===== config.mk =====
export PLATFORM = sky130hd
export DESIGN_NAME = bcd_score_keeper
export DESIGN_NICKNAME = d
export VERILOG_FILES = /design/src/rtl/bcd_score_keeper.sv
export SDC_FILE = /design/constraint.sdc
export NUM_CORES = 1
export LEC_CHECK = 0
export CAP_MARGIN = 20
export CELL_PAD_IN_SITES_DETAIL_PLACEMENT = 1
export CELL_PAD_IN_SITES_GLOBAL_PLACEMENT = 1
export CORE_UTILIZATION = 45
export CTS_CLUSTER_DIAMETER = 120
export DETAILED_ROUTE_END_ITERATION = 8
export PLACE_DENSITY = 0.83
export REMOVE_ABC_BUFFERS = 1
export SLEW_MARGIN = 20
export SYNTH_ARGS = -nofsm -noshare
export SYNTH_HDL_FRONTEND = slang
export SYNTH_SLANG_ARGS = --single-unit

===== constraint.sdc =====
create_clock -name clk -period 16.89 [get_ports clk]
set_clock_uncertainty 0.15 [all_clocks]
set_input_delay 4.2225 -clock clk [delete_from_list [all_inputs] [get_ports clk]]
set_output_delay 4.2225 -clock clk [all_outputs]
set_load 0.01 [all_outputs]

===== src/rtl/bcd_score_keeper.sv =====
// bcd_score_keeper: multi-channel BCD score accumulator with high score
// tracking and a once-per-game extra-life pulse. Event rising edges become
// pending requests that are served lowest channel first, one per cycle.
module bcd_score_keeper #(
  parameter int DIGITS     = 4,
  parameter int NUM_EVENTS = 4,
  parameter logic [NUM_EVENTS*4*DIGITS-1:0] POINTS = {16'h0100, 16'h0200, 16'h0050, 16'h0010},
  parameter logic [4*DIGITS-1:0] EXTRA_LIFE = 16'h1000
) (
  input  logic                  clk,
  input  logic                  reset,
  input  logic                  clear,
  input  logic                  game_over,
  input  logic [NUM_EVENTS-1:0] event_in,
  output logic [4*DIGITS-1:0]   score,
  output logic [4*DIGITS-1:0]   high_score,
  output logic                  extra_life,
  output logic                  saturated,
  output logic                  busy
);

  localparam int W = 4 * DIGITS;
  localparam logic [W-1:0] ALL_NINES = {DIGITS{4'h9}};

  logic [NUM_EVENTS-1:0] prev_r;
  logic [NUM_EVENTS-1:0] pending_r;
  logic [W-1:0]          score_r;
  logic [W-1:0]          high_r;
  logic                  awarded_r;
  logic                  extra_life_r;

  logic [NUM_EVENTS-1:0] rise_s;
  logic [NUM_EVENTS-1:0] grant_s;
  logic                  found_s;
  logic [W-1:0]          points_s;
  logic [W:0]            sum_s;
  logic [W-1:0]          added_s;
  logic [NUM_EVENTS-1:0] pending_next_s;
  logic [W-1:0]          score_next_s;

  // Ripple BCD adder; returns {final carry, digit sum}.
  function automatic logic [W:0] bcd_add(input logic [W-1:0] a, input logic [W-1:0] b);
    logic [W-1:0] sum;
    logic         carry;
    logic [4:0]   d;
    sum   = '0;
    carry = 1'b0;
    for (int i = 0; i < DIGITS; i++) begin
      d = {1'b0, a[i*4 +: 4]} + {1'b0, b[i*4 +: 4]} + {4'b0000, carry};
      if (d > 5'd9) begin
        sum[i*4 +: 4] = 4'(d - 5'd10);
        carry         = 1'b1;
      end else begin
        sum[i*4 +: 4] = d[3:0];
        carry         = 1'b0;
      end
    end
    return {carry, sum};
  endfunction

  assign rise_s = event_in & ~prev_r;

  // Fixed-priority arbiter: lowest-index pending channel wins and supplies its points.
  always_comb begin
    grant_s  = '0;
    points_s = '0;
    found_s  = 1'b0;
    for (int i = 0; i < NUM_EVENTS; i++) begin
      if (!found_s && pending_r[i]) begin
        grant_s[i] = 1'b1;
        points_s   = POINTS[i*W +: W];
        found_s    = 1'b1;
      end else begin
        grant_s[i] = 1'b0;
      end
    end
  end

  // Saturating add of the granted channel's points to the current score.
  always_comb begin
    sum_s   = bcd_add(score_r, points_s);
    added_s = sum_s[W] ? ALL_NINES : sum_s[W-1:0];
  end

  // Next pending set and score: clear beats game_over beats normal scoring.
  always_comb begin
    pending_next_s = pending_r;
    score_next_s   = score_r;
    if (clear) begin
      pending_next_s = '0;
      score_next_s   = '0;
    end else if (game_over) begin
      pending_next_s = '0;
      score_next_s   = score_r;
    end else begin
      // A rise on the channel being served re-arms it, so no award is lost.
      pending_next_s = (pending_r & ~grant_s) | rise_s;
      score_next_s   = found_s ? added_s : score_r;
    end
  end

  // Edge-detect history, pending requests and score.
  always_ff @(posedge clk or posedge reset) begin
    if (reset) begin
      prev_r    <= '0;
      pending_r <= '0;
      score_r   <= '0;
    end else begin
      prev_r    <= event_in;
      pending_r <= pending_next_s;
      score_r   <= score_next_s;
    end
  end

  // High score tracks the registered score; BCD compares like unsigned binary.
  always_ff @(posedge clk or posedge reset) begin
    if (reset) begin
      high_r <= '0;
    end else if (score_r > high_r) begin
      high_r <= score_r;
    end else begin
      high_r <= high_r;
    end
  end

  // One extra-life pulse per game on the first cycle the score reaches the threshold.
  always_ff @(posedge clk or posedge reset) begin
    if (reset) begin
      awarded_r    <= 1'b0;
      extra_life_r <= 1'b0;
    end else if (clear) begin
      awarded_r    <= 1'b0;
      extra_life_r <= 1'b0;
    end else if ((EXTRA_LIFE != '0) && !awarded_r && (score_r >= EXTRA_LIFE)) begin
      awarded_r    <= 1'b1;
      extra_life_r <= 1'b1;
    end else begin
      awarded_r    <= awarded_r;
      extra_life_r <= 1'b0;
    end
  end

  assign score      = score_r;
  assign high_score = high_r;
  assign extra_life = extra_life_r;
  assign saturated  = (score_r == ALL_NINES);
  assign busy       = |pending_r;

endmodule


After elaboration in Yosys (flattened, before gate mapping)
Index checks and enable logic that the tools add are counted.
{"block": "classes", "n_mux": 29, "n_reduce_logical": 12, "eq_ne": 2, "add_sub_neg": 11, "bitwise": 5, "n_lt_le_gt_ge": 6}
{"cell": "2-to-1 mux 16 bit", "count": 6}
{"cell": "2-to-1 mux 4 bit", "count": 6}
{"cell": "adder 4 x 4 -> 5 bit", "count": 4}
{"cell": "greater-than comparator 5 x 4 -> 1 bit (second input constant)", "count": 4}
{"cell": "equality test 16 bit (second input constant)", "count": 1}
{"cell": "greater-or-equal comparator 16 x 13 -> 1 bit (second input constant)", "count": 1}
{"cell": "greater-than comparator 16 bit", "count": 1}
{"cell": "subtractor 4 bit (second input constant)", "count": 4}
{"cell": "adder 5 x 1 -> 5 bit", "count": 3}
{"cell": "2-to-1 mux 1 bit", "count": 15}
{"cell": "AND 4 bit", "count": 2}
{"cell": "inverter 4 bit", "count": 2}
{"cell": "2-to-1 mux 7 bit", "count": 1}
{"cell": "2-to-1 mux 5 bit", "count": 1}
{"cell": "logical AND 1 bit", "count": 4}
{"cell": "logical NOT 1 bit", "count": 4}
{"cell": "OR 4 bit", "count": 1}
{"cell": "nonzero test 2 bit", "count": 2}
{"cell": "OR reduction 4 bit", "count": 1}
{"cell": "!= test 2 bit (second input constant)", "count": 1}
{"cell": "AND reduction 2 bit", "count": 1}
{"block": "word_totals", "ff_bits": 42}

Depth between registers and ports, before layout
Gate-level depths: netlist of run 1.
{"block": "logic_depth", "ltp_word": 26, "mapped_depth": 28, "mapped_depth_nobuf": 27}

Least setup slack after synthesis of run 1
No wires, ideal clock.
{"block": "synth_path", "path_kind": "reg-to-reg", "start": "reg score_r[1] (netlist: score[1])", "end": "reg score_r[3] (netlist: score[3])", "stages_incl_launch_ff": 29, "t_arrival_ns": 5.443, "slack_ns": 11.171, "period_less_slack_ns": 5.719, "setup_time_ns": 0.125, "cell_sequence": "dfrtp_1 -> inv_1 -> ha_1 -> inv_1 -> ha_1 -> a31oi_1 -> a41oi_1 -> inv_1 -> fa_1 -> inv_1 -> ha_1 -> xnor2_1 -> a21oi_1 -> nand3_1 -> fa_1 -> inv_1 -> fa_1 -> inv_1 -> a2bb2oi_1 -> o221ai_1 -> inv_1 -> ha_1 -> ha_1 -> nand2b_1 -> a31oi_1 -> or3_4 -> buf_6 -> a21o_1 -> mux2_4"}
{"block": "synth_between", "elab_chain_cells": 16}
{"item": "start, declared", "line": "27", "source": "logic [W-1:0] score_r;"}
{"item": "start signal, assigned", "line": "111", "source": "score_r <= score_next_s;"}
{"item": "adder 4 x 4 -> 5 bit (*)", "line": "49", "source": "d = {1'b0, a[i*4 +: 4]} + {1'b0, b[i*4 +: 4]} + {4'b0000, carry};"}
{"item": "greater-than comparator 5 x 4 -> 1 bit", "line": "50", "source": "if (d > 5'd9) begin"}
{"item": "2-to-1 mux 1 bit", "line": "50"}
{"item": "adder 5 x 1 -> 5 bit", "line": "49"}
{"item": "greater-than comparator 5 x 4 -> 1 bit", "line": "50"}
{"item": "2-to-1 mux 1 bit", "line": "50"}
{"item": "adder 5 x 1 -> 5 bit", "line": "49"}
{"item": "greater-than comparator 5 x 4 -> 1 bit", "line": "50"}
{"item": "2-to-1 mux 1 bit", "line": "50"}
{"item": "adder 5 x 1 -> 5 bit", "line": "49"}
{"item": "greater-than comparator 5 x 4 -> 1 bit", "line": "50"}
{"item": "2-to-1 mux 1 bit", "line": "50"}
{"item": "2-to-1 mux 16 bit (*)", "line": "82", "source": "added_s = sum_s[W] ? ALL_NINES : sum_s[W-1:0];"}
{"item": "2-to-1 mux 16 bit (*)", "line": "98", "source": "score_next_s = found_s ? added_s : score_r;"}
{"item": "2-to-1 mux 16 bit (*)", "line": "92", "source": "end else if (game_over) begin"}
{"item": "2-to-1 mux 16 bit (*)", "line": "89", "source": "if (clear) begin"}
Every way passes the cells marked *; elsewhere a longest branch is shown, timed or not. The select of a mux whose other input is x is not followed.
A chain may end at the register's enable or synchronous reset.

Worst setup path in the final report of run 1
{"block": "layout_path", "start": "reg score_r[2] (netlist: score[2])", "end": "reg score_r[3] (netlist: score[3])"}
The elaborated chain is that of the path after synthesis.

==> results of run 1 <==
[final cells by class]
type                            count  area, um^2  share of cell area, %
Multi-Input combinational cell    176        1420                   44.2
Clock buffer                        6        82.6                   2.57
Inverter                           35         131                   4.08
Timing Repair Buffer               43         428                   13.3
Clock inverter                      2        12.5                  0.389
Tap cell                           72        90.1                   2.80
Sequential cell                    42        1050                   32.7
[cell usage in the layout (no fill, tap or decap), drive strengths merged, types with 6 or more instances in the layout]
cell type	netlist	layout
dfrtp	42	42
clkdlybuf4s50	0	42
inv	35	35
ha	26	26
a21oi	17	17
mux2	13	13
nor2	11	11
nand2	10	10
nand4	8	8
nor2b	7	7
o21ai	7	7
mux2i	7	7
nor3	6	6
clkbuf	2	6
[power by group through the flow]
stage | sequential (mW) | combinational (mW) | clock, mW
floorplan | 0.110 | 0.0560 | 0
global placement | 0.109 | 0.0811 | 0
detailed placement | 0.109 | 0.0833 | 0
CTS | 0.107 | 0.0836 | 0.0702
global route | 0.108 | 0.0896 | 0.0738
finish | 0.107 | 0.0822 | 0.0691
[worst min-delay path by stage]
| stage | startpoint | end | cells after the start |
|---|---|---|---|
| after detailed placement | prev_r[0]$_DFF_PP0_ | pending_r[0]$_DFF_PP0_ | 1 |
| after global routing | prev_r[0]$_DFF_PP0_ | pending_r[0]$_DFF_PP0_ | 1 |
| final | prev_r[0]$_DFF_PP0_ | pending_r[0]$_DFF_PP0_ | 1 |
| after global placement | prev_r[0]$_DFF_PP0_ | pending_r[0]$_DFF_PP0_ | 1 |
| after floorplan | prev_r[0]$_DFF_PP0_ | pending_r[0]$_DFF_PP0_ | 1 |
| after CTS | prev_r[0]$_DFF_PP0_ | pending_r[0]$_DFF_PP0_ | 1 |
[sequential cells by signal (all words and copies together) (netlist names)]
signal,flops
awarded_r,1
extra_life,1
high_score,16
pending_r,4
prev_r,4
score,16
[stage by stage]
step	hold WS, ps	worst slack [ps]	total power, mW	instance area (um^2)	utilization, %
global route	275	9970	0.271	3220	57.7
finish	262	10410	0.258	3220	57.7
CTS	262	10410	0.261	3220	57.7
global placement	241	10440	0.190	3120	56.0
detailed placement	248	10360	0.192	3120	56.0
floorplan	235	11240	0.166	2600	-
[per-layer routing]
| layer | vias up | track usage, % |
|---|---|---|
| met1 | 1069 | 29.9 |
| met3 | 10 | 4.65 |
| met4 | 0 | 5.74 |
| met5 | - | 0 |
| met2 | 48 | 39.8 |
| li1 | 1012 | - |
[kinds of logic (layout without fill, tap and decap cells)]
kind of cell    Yosys count  count (layout)
xor+xnor                  4               4
buf+inv                  41              86
flops                    42              42
compound gates           58              58
fa+ha+maj                29              29
mux                      20              20
simple gates             65              65
==> impl_summary.md, run 1 <==
Synthesis
Of all flip-flops after synthesis, the portion carrying an async set or reset was 100%. Yosys mapped a number of flops with a built-in enable equal to 0. The top cell type by total area after synthesis is sky130_fd_sc_hd__dfrtp_1.

The average cell area after synthesis is 10.2 um^2. The sequential fraction of the synthesis area is between 30% and 40%. The most used flip-flop cell after synthesis is sky130_fd_sc_hd__dfrtp_1. The flip-flop and latch count after synthesis is 42.

Of the total synthesized cell area, the portion taken by full adders, half adders and majority gates is approximately 15%. By area, the combinational part of the netlist is dominated by compound AO/OA/AOI/OAI gates. The xor/xnor share of the synthesized area is 1.33%. The count of yosys warnings during synthesis is 0. Yosys instantiated no cell more often than sky130_fd_sc_hd__dfrtp_1. The share of cell area taken by muxes after synthesis is between 8 and 9%. Yosys mapped the design onto 52 distinct sky130hd cell types.

Summing every instance area after synthesis gives around 0.0026 mm^2. Ranked by instance count, the synthesized netlist is headed by sky130_fd_sc_hd__dfrtp_1, sky130_fd_sc_hd__inv_1, sky130_fd_sc_hd__ha_1. The fraction of the mapped netlist area in simple logic gates is 14.1%. The area share of the largest cell type after synthesis is 39.8%. After synthesis, the cell types taking the most area are sky130_fd_sc_hd__dfrtp_1, sky130_fd_sc_hd__ha_1, sky130_fd_sc_hd__inv_1. Summing the areas of all compound-gate instances in the mapped netlist gives 15.4% of the synthesized area. The gate count after technology mapping is roughly 260.

Timing
The fmax is between 150 and 200 MHz. The hold violation count in the final report was 0. Summed over all failing endpoints, the final setup total negative slack is 0 ps.

Setup repair after global routing left no endpoint under its margin. For the pin with the worst max-slew slack, the measured transition is 979 ps. The final critical path takes up 38.4% of the cycle. Counting I/O delays and the setup requirement, the final critical path takes 6480 ps. The number of max-slew violations in the final report is 0. The worst relative slew slack is a little over a third.

Setup violations remaining at the end of the flow were counted as 0.

Worst setup path
In this run the worst path has a maximum fanout of 8. The number of cells on the critical path is 27. Counting stages on the worst path, the most repeated cell is sky130_fd_sc_hd__inv_1. The end of the worst register-to-register path is score[3]$_DFFE_PP0P_. The cell family contributing the most delay on the critical path is adder cells. In this design, the stage delay of the slowest critical-path cell is 480 ps. The sort of element at the end of the critical path is a flop. The launch instance of the worst register-to-register path is score[2]$_DFFE_PP0P_.

The number of buffers and inverters on the critical path is 7. The launch point of the worst path is score[2]$_DFFE_PP0P_. The required arrival time at the worst endpoint is 16920 ps. The length in cells of the worst reg-to-reg path is 27.

STA classifies the critical path startpoint as a flop. The capture point of the critical path is score[3]$_DFFE_PP0P_. Setup slack on the worst reg-to-reg path comes out at 10410 ps. The critical path class is flop to flop. The slowest cell on the critical path is sky130_fd_sc_hd__fa_1. The arrival time at the worst endpoint is roughly 6500 ps.

Layout
The number of fillers in the final layout is 620. The final standard cell count with taps included and fillers excluded is roughly 380. The number of antenna diodes in the final layout is 0. The count of nets after finishing is 340. The area growth from synthesis to layout is 21.7%.

Of the cells placed in the final design, the portion with a size suffix greater than 1 is 6.58%.

Floorplan
The die covers 0.00618 mm^2. The row count is 27. The I/O pin count is 43. The initial utilization of the core area, before any placement, comes to 47.4%.

The total area inside the core boundary comes to 0.00557 mm^2. Measured along the y axis, the die boundary spans 78.6 um. The floorplan step set the die width to between 70 and 80 um.

Clocking
The number of hold buffers added after CTS is 0. Clock-pin slew was measured on the worst setup and hold paths at 90 ps. The tree is rooted in a sky130_fd_sc_hd__clkbuf_8. In this run, CTS created clock tree buffers numbering 5. The number of H-tree levels is 2. The post-cts resize count is 0.

At the later pin of the worst-skew pair, clock insertion delay measures 290 ps. CTS saw 42 sinks. The number of setup buffers added after CTS is 0. The TritonCTS clock tree is built. The longest clock path from root to sink contains 2 buffers.

Global routing
The wire length of the first global-routing pass is 11100 um. The number of antenna violations at the first check in global routing is 0. The via count of the first global-routing pass is between 2000 and 2500. The sum of overflow across all layers after global routing is 0. The pin count of the biggest net entering global routing is 43. The total routing resource utilization after global routing is 23.3%.

Routing
The highest layer touched by signal routing is met4. The routed length on met1 is 3020 um. The pre-antenna-repair detailed-routing pass consisted of 4 iterations. For this block, the initial DRC count from the detailed router was 54.

In the routed design, unresolved DRC markers number 0. The wire length after detailed routing is approximately 6600 um. The count of nets left with antenna violations after detail routing is 0. In the routed layout, each cell is associated on average with a via count of approximately 5.7.

In the final routed layout, each cell accounts on average for 17.5 um. For this block, the via count after detailed routing is 2139. Detailed routing placed a total of ~230 um of wire on met3. After detailed routing, the met2 layer carries about 3200 um of wire.

Place
The post-DP HPWL is 4900 um. In this run, placement finished with an instance count of 368. The final weighted congestion in routability-driven placement is 0.766. The count of input and output buffers is 42.

Power
The fraction of power spent switching nets is 33.0%. Power spread over the standard cell area amounts to 80.3 mW/mm^2. The part of the power in registers is 41.4%.

The internal portion of the total power is 0.173 mW. The switching component of the power is 0.0852 mW. Combinational cells account for roughly a third of the total power. For this design the static power due to leakage is 1.46 nW. The clock group share of total power is 26.7%. Across the VDD grid, the largest voltage drop is roughly 0.00005 V.

Worst hold path
The min-delay analysis places its worst path in the category flop to flop.

Status
The run finished with clean final reports.

Run
The count of maximum capacitance violations is 0.
Power figures use the tool's default switching activity.
==> run 2: changes to the inputs <==
--- a/config.mk
+++ b/config.mk
@@ -8,10 +8,10 @@
 export CAP_MARGIN = 20
 export CELL_PAD_IN_SITES_DETAIL_PLACEMENT = 1
 export CELL_PAD_IN_SITES_GLOBAL_PLACEMENT = 1
-export CORE_UTILIZATION = 45
+export CORE_UTILIZATION = 42
 export CTS_CLUSTER_DIAMETER = 120
 export DETAILED_ROUTE_END_ITERATION = 8
-export PLACE_DENSITY = 0.83
+export PLACE_DENSITY = 0.79
 export REMOVE_ABC_BUFFERS = 1
 export SLEW_MARGIN = 20
 export SYNTH_ARGS = -nofsm -noshare
==> constraint.sdc (replaced) <==
create_clock -name clk -period 6.5 [get_ports clk]
set_clock_uncertainty 0.15 [all_clocks]
set_input_delay 1.625 -clock clk [delete_from_list [all_inputs] [get_ports clk]]
set_output_delay 1.625 -clock clk [all_outputs]
set_load 0.01 [all_outputs]
==> run 2 against run 1 <==
- flip-flop and latch count did not move
- die area grew 7.0%
- non-clock buffer count unchanged
- largest cell class unchanged
==> impl_summary.md, run 2 (same netlist as run 1, synthesis figures left out) <==
Status
Run status: finished, final reports clean (unchanged).

Floorplan
The starting density of the core is 44.1% (was 47.4%). The width of the chip is 81.3 um (was 78.6 um). The vertical extent of the die is 81.3 um (was 78.6 um). The I/O pin count is 43 (unchanged). The core box area is 0.00599 mm^2 (was 0.00557 mm^2).

The die area is 0.00661 mm^2 (was 0.00618 mm^2). The row count is 28 (was 27).

Timing
The count of endpoints failing setup in the final report came to 0 (unchanged). The hold violation count in the final report is 0 (unchanged). The final setup TNS was 0 ps (unchanged). The fmax is 165 MHz (was 154 MHz). The slew of the pin with the lowest slew margin came to 1050 ps (was 979 ps).

The fraction of the cycle the final worst path needs is 93.1% (was 38.4%). The smallest hold slack is 258 ps (was 262 ps). The final critical delay including setup and external delays came to 6050 ps (was 6480 ps). Setup repair after global routing missed its margin: false (unchanged). The worst relative slew slack was 30.0% (was 34.8%).

The number of max-slew violations in the final report was 0 (unchanged).

Routing
The wire length after detailed routing is 6430 um (was 6580 um). The first-pass detailed-route iteration total came to 4 (unchanged). The number of design-rule violations left by the first detailed-router iteration is 72 (was 54). The routed length per instance is 17.0 um (was 17.5 um).

The routed length on met1 is 3000 um (was 3020 um). The count of nets left with antenna violations after detail routing came to 0 (unchanged). The number of design rule violations left after detail routing came to 0 (unchanged). The met3 wire length is 193 um (was 225 um).

The top metal layer carrying routed signals was met4 (unchanged). The vias after detailed routing is 2092 (was 2139). The detailed route wirelength on metal2 is 3110 um (was 3240 um). The detail-routed via count per cell is 5.52 (was 5.69).

Clocking
The post-CTS clock slew at the launch and capture registers of the worst setup and hold paths came to 80 ps (was 90 ps). The total clock sinks is 42 (unchanged). The buffer type at the clock tree root is sky130_fd_sc_hd__clkbuf_8 (unchanged). The number of buffers created by CTS is 5 (unchanged).

The number of hold buffers added after CTS is 0 (unchanged). The number of H-tree levels is 2 (unchanged). The maximum count of clock buffers along a single path is 2 (unchanged).

The TritonCTS clock tree is built (unchanged). The clock insertion delay at the later pin of the skew report is 300 ps (was 290 ps).

Power
The highest ir drop seen on vdd was 0.000236 V (was 0.0000487 V). The cell leakage power is 1.46 nW (about the same). The ratio of total power to cell area is 205 mW/mm^2 (was 80.3 mW/mm^2).

Worst setup path
The kind of start point of the critical path is a flop (unchanged). The arrival time at the worst endpoint is 6090 ps (was 6510 ps). The sort of element at the end of the critical path is a flop (unchanged). The required arrival time at the worst endpoint was 6540 ps (was 16920 ps). The highest net fanout along the worst path is 8 (unchanged).

The critical path class was flop to flop (unchanged).

Place
The final weighted congestion in routability-driven placement is 0.852 (was 0.766). The cell count after placement is 371 (was 368). The post-DP HPWL is 4920 um (was 4900 um). The count of input and output buffers is 42 (unchanged).

Global routing
The via count of the first global-routing pass is 2235 (was 2203). The total routing resource utilization after global routing is 22.0% (was 23.3%). The wire length of the first global-routing pass is 10900 um (was 11100 um). The pin count of the biggest net entering global routing is 43 (unchanged).

The sum of overflow across all layers after global routing came to 0 (unchanged). The number of antenna violations at the first check in global routing is 0 (unchanged).

Worst hold path
The classification of the worst-slack hold path is flop to flop (unchanged).

Layout
The final standard cell count with taps included and fillers excluded is 379 (was 376). The fraction of layout cells with a size suffix above 1 came to 7.24% (was 6.58%). The number of diodes is 0 (unchanged). The count of nets after finishing is 340 (unchanged). Top library cells by usage in the layout, fill and taps aside: sky130_fd_sc_hd__dfrtp_1, sky130_fd_sc_hd__clkdlybuf4s50_1, sky130_fd_sc_hd__inv_1, sky130_fd_sc_hd__ha_1, sky130_fd_sc_hd__a21oi_1 (unchanged). The area added between synthesis and finish is 22.3% (was 21.7%).

Run
The count of maximum capacitance violations is 0 (unchanged).
[run 2: where the power goes]
group          internal [mW]  switching (mW)
clock                 0.0857          0.0897
sequential             0.271         0.00690
combinational         0.0926           0.117
[run 2: worst max-delay path: stages (launching register included)]
cell                        delay, ps
sky130_fd_sc_hd__dfrtp_1          380
sky130_fd_sc_hd__inv_1            130
sky130_fd_sc_hd__ha_1             230
sky130_fd_sc_hd__inv_1             50
sky130_fd_sc_hd__ha_1             130
sky130_fd_sc_hd__a31oi_1           50
sky130_fd_sc_hd__a41oi_2          250
sky130_fd_sc_hd__inv_1             80
sky130_fd_sc_hd__fa_1             380
sky130_fd_sc_hd__inv_1             70
sky130_fd_sc_hd__ha_2             220
sky130_fd_sc_hd__xnor2_1          140
sky130_fd_sc_hd__a21oi_1          170
sky130_fd_sc_hd__nand3_1          170
sky130_fd_sc_hd__fa_1             430
sky130_fd_sc_hd__inv_1             80
sky130_fd_sc_hd__fa_1             470
sky130_fd_sc_hd__inv_1            160
sky130_fd_sc_hd__a2bb2oi_1        100
sky130_fd_sc_hd__o221ai_2         230
sky130_fd_sc_hd__inv_1            110
sky130_fd_sc_hd__ha_1             230
sky130_fd_sc_hd__ha_1             320
sky130_fd_sc_hd__nand2b_1         110
sky130_fd_sc_hd__a31oi_1          100
sky130_fd_sc_hd__or3_4            450
sky130_fd_sc_hd__a21o_1           220
sky130_fd_sc_hd__mux2_4           300
[run 2: cell type report]
cell class | count | area [um^2]
flip-flops and latches | 42 | 1050
fillers | 672 | 2760
multi-input cells | 176 | 1440
repair buffers | 43 | 428
inverters | 35 | 131
well taps | 75 | 93.8
clock buffers | 7 | 86.3
clock inverters | 1 | 5.00
[run 2: layer usage]
metal | GRT usage (%) | vias to the layer above
met2 | 37.1 | 40
met3 | 3.71 | 13
li1 | - | 1012
met4 | 8.21 | 0
met5 | 0 | -
met1 | 27.9 | 1027
[run 2: final timing paths]
path | start | end | slack, ps | depth (start not counted)
max in group asynchronous | reset | score[15]$_DFFE_PP0P_ | 4210 | 3
min in group asynchronous | reset | high_score[11]$_DFFE_PP0N_ | 1600 | 3
min | prev_r[0]$_DFF_PP0_ | pending_r[0]$_DFF_PP0_ | 260 | 1
max reg2reg | score[1]$_DFFE_PP0P_ | score[3]$_DFFE_PP0P_ | 450 | 27
max | score[1]$_DFFE_PP0P_ | score[3]$_DFFE_PP0P_ | 450 | 27
min reg2reg | prev_r[0]$_DFF_PP0_ | pending_r[0]$_DFF_PP0_ | 260 | 1
[run 2: timing repair]
item	4_1_cts	5_1_grt
endpoints found under the setup margin	0	5
gates resized for setup	0	3
setup buffers	0	0
[run 2: through the flow]
stage	cell area [um^2]	util [%]	setup WS [ps]	power, mW
after floorplan	2600	-	851	0.432
after global placement	3130	52.2	534	0.492
after detailed placement	3130	52.2	258	0.497
after CTS	3220	53.7	221	0.672
after global routing	3230	54.0	36.2	0.698
final	3230	54.0	451	0.663
==> run 3: changes to the inputs <==
--- a/config.mk
+++ b/config.mk
@@ -8,6 +8,7 @@
 export CAP_MARGIN = 20
 export CELL_PAD_IN_SITES_DETAIL_PLACEMENT = 1
 export CELL_PAD_IN_SITES_GLOBAL_PLACEMENT = 1
+export CORE_MARGIN = 8
 export CORE_UTILIZATION = 42
 export CTS_CLUSTER_DIAMETER = 120
 export DETAILED_ROUTE_END_ITERATION = 8
==> run 3 against run 2 <==
- cell area rose by 0.23%
- core utilization fell by 1.7 points
- combinational power barely moved
- largest power group unchanged
- total power rose by 0.28%
- largest cell class unchanged
- critical path depth did not move
- hold slack improved by 4.2 ps
- die area rose by 37%
- clock power barely moved
==> impl_summary.md, run 3 (same netlist as run 1, synthesis figures left out) <==
Status
Run status: finished, final reports clean (unchanged).

Place
The post-DP HPWL is 5200 um (was 4920 um). The cell count after placement is 374 (was 371). The final weighted congestion in routability-driven placement is 0.821 (was 0.852). The worst-case setup slack after placement came to 377 ps (was 258 ps). The count of input and output buffers is 42 (unchanged).

The area after detailed placement came to 0.00314 mm^2 (was 0.00313 mm^2).

Layout
The final standard cell count with taps included and fillers excluded is 382 (was 379). The area added between synthesis and finish is 22.6% (was 22.3%). The number of fillers in the final layout was 706 (was 672). The final instance area was 0.00324 mm^2 (was 0.00323 mm^2).

The final standard cell utilization of the core is 52.2% (was 54.0%). The count of nets after finishing is 341 (was 340). The fraction of layout cells with a size suffix above 1 is 7.21% (was 7.24%). The number of diodes is 0 (unchanged). Top library cells by usage in the layout, fill and taps aside: sky130_fd_sc_hd__dfrtp_1, sky130_fd_sc_hd__clkdlybuf4s50_1, sky130_fd_sc_hd__inv_1, sky130_fd_sc_hd__ha_1, sky130_fd_sc_hd__a21oi_1 (unchanged).

Clocking
The post-CTS clock slew at the launch and capture registers of the worst setup and hold paths is 80 ps (about the same). The buffer type at the clock tree root is sky130_fd_sc_hd__clkbuf_8 (unchanged). The total setup buffers inserted after CTS is 0 (unchanged). The number of H-tree levels is 2 (unchanged). The TritonCTS clock tree was built (unchanged). The maximum count of clock buffers along a single path is 2 (unchanged). The total clock sinks is 42 (unchanged). The number of buffers created by CTS is 5 (unchanged). The number of hold buffers added after CTS was 0 (unchanged). The clock insertion delay at the later pin of the skew report is 300 ps (about the same).

Global routing
The pin count of the biggest net entering global routing is 43 (unchanged). The wire length of the first global-routing pass was 11200 um (was 10900 um). The number of antenna violations at the first check in global routing is 0 (unchanged). The total routing resource utilization after global routing came to 15.9% (was 22.0%). The via count of the first global-routing pass came to 2193 (was 2235). The sum of overflow across all layers after global routing came to 0 (unchanged).

Worst setup path
The highest net fanout along the worst path came to 8 (unchanged). The kind of start point of the critical path is a flop (unchanged). The slowest cell on the critical path is sky130_fd_sc_hd__fa_1 (unchanged). The cell class contributing the biggest share of worst-path delay is adder cells (unchanged).

The dominant cell type by count on the critical path is sky130_fd_sc_hd__inv_1 (unchanged). The number of buffers and inverters on the critical path came to 7 (unchanged). The arrival time at the worst endpoint was 6080 ps (was 6090 ps). The sort of element at the end of the critical path is a flop (unchanged).

The delay of the slowest cell on the worst path came to 470 ps (about the same). The critical path class is flop to flop (unchanged). The required arrival time at the worst endpoint is 6540 ps (about the same).

Routing
The first-pass detailed-route iteration total came to 4 (unchanged). The number of design rule violations left after detail routing is 0 (unchanged). The wire length after detailed routing is 6820 um (was 6430 um). The vias after detailed routing is 2148 (was 2092).

The detail-routed via count per cell is 5.62 (was 5.52). The count of nets left with antenna violations after detail routing is 0 (unchanged). The routed length per instance was 17.8 um (was 17.0 um). The number of design-rule violations left by the first detailed-router iteration is 56 (was 72).

Timing
The fraction of the cycle the final worst path needs came to 92.9% (was 93.1%). The fmax is 166 MHz (was 165 MHz). The final setup TNS is 0 ps (unchanged). Setup repair after global routing missed its margin: false (unchanged). The smallest hold slack is 262 ps (was 258 ps). The worst relative slew slack is 53.6% (was 30.0%). The count of endpoints failing setup in the final report is 0 (unchanged). The final critical delay including setup and external delays is 6040 ps (was 6050 ps).

The number of max-slew violations in the final report was 0 (unchanged). The hold violation count in the final report is 0 (unchanged). The slew of the pin with the lowest slew margin is 696 ps (was 1050 ps). The smallest setup slack after layout is 464 ps (was 451 ps).

Run
The count of maximum capacitance violations is 0 (unchanged).

Power
The fraction of power spent switching nets is 32.3% (was 32.2%). The clock group share of total power is 26.4% (about the same). The total power draw is 0.665 mW (was 0.663 mW). The switching component of the power is 0.215 mW (was 0.214 mW). The highest ir drop seen on vdd is 0.000174 V (was 0.000236 V).

The part of the power in registers is 41.8% (was 42.0%). The ratio of total power to cell area is 205 mW/mm^2 (about the same). The cell leakage power is 1.46 nW (about the same). The relative contribution of combinational cells to total power is 31.8% (was 31.6%). The internal power summed over all cells is 0.450 mW (about the same).

Floorplan
The vertical extent of the die was 95.3 um (was 81.3 um). The width of the chip was 95.3 um (was 81.3 um). The die area was 0.00909 mm^2 (was 0.00661 mm^2). The starting density of the core is 42.6% (was 44.1%).

The core box area came to 0.00620 mm^2 (was 0.00599 mm^2). The I/O pin count came to 43 (unchanged). The row count came to 29 (was 28).

Worst hold path
The classification of the worst-slack hold path is flop to flop (unchanged).
[run 3: path summary, 6_finish.rpt]
| kind | startpoint | end | slack, ps | cells past startpoint |
|---|---|---|---|---|
| min in group asynchronous | reset | high_score[0]$_DFFE_PP0N_ | 1610 | 3 |
| hold / removal | prev_r[0]$_DFF_PP0_ | pending_r[0]$_DFF_PP0_ | 260 | 1 |
| setup / recovery | score[1]$_DFFE_PP0P_ | score[3]$_DFFE_PP0P_ | 460 | 27 |
| max in group asynchronous | reset | pending_r[2]$_DFF_PP0_ | 4220 | 3 |
| setup reg to reg | score[1]$_DFFE_PP0P_ | score[3]$_DFFE_PP0P_ | 460 | 27 |
| hold reg to reg | prev_r[0]$_DFF_PP0_ | pending_r[0]$_DFF_PP0_ | 260 | 1 |
[run 3: final cells by class]
| type | instances | area (um^2) | share of cell area (%) |
|---|---|---|---|
| Tap cell | 77 | 96.3 | 2.97 |
| Timing Repair Buffer | 44 | 435 | 13.4 |
| Clock buffer | 7 | 86.3 | 2.66 |
| Clock inverter | 1 | 5.00 | 0.154 |
| Multi-Input combinational cell | 176 | 1440 | 44.3 |
| Inverter | 35 | 131 | 4.05 |
| Sequential cell | 42 | 1050 | 32.4 |
[run 3: repair_timing]
item / 4_1_cts / 5_1_grt
gates resized for setup: 0 / 2
endpoints found under the setup margin: 0 / 3
endpoints found under the hold margin: 0 / 0
[run 3: layer usage]
metal,vias up,share of wire (%),track usage (%)
li1,1020,-,-
met1,1067,45,19.6
met2,47,48,25.8
met3,14,5.3,4.02
met4,0,2.3,6.89
met5,-,0,0
[run 3: power by group through the flow]
stage	sequential [mW]	combinational [mW]	clock, mW
after floorplan	0.286	0.145	0
after global placement	0.283	0.211	0
after global routing	0.280	0.227	0.192
after CTS	0.278	0.215	0.182
after detailed placement	0.283	0.214	0
final	0.278	0.212	0.176
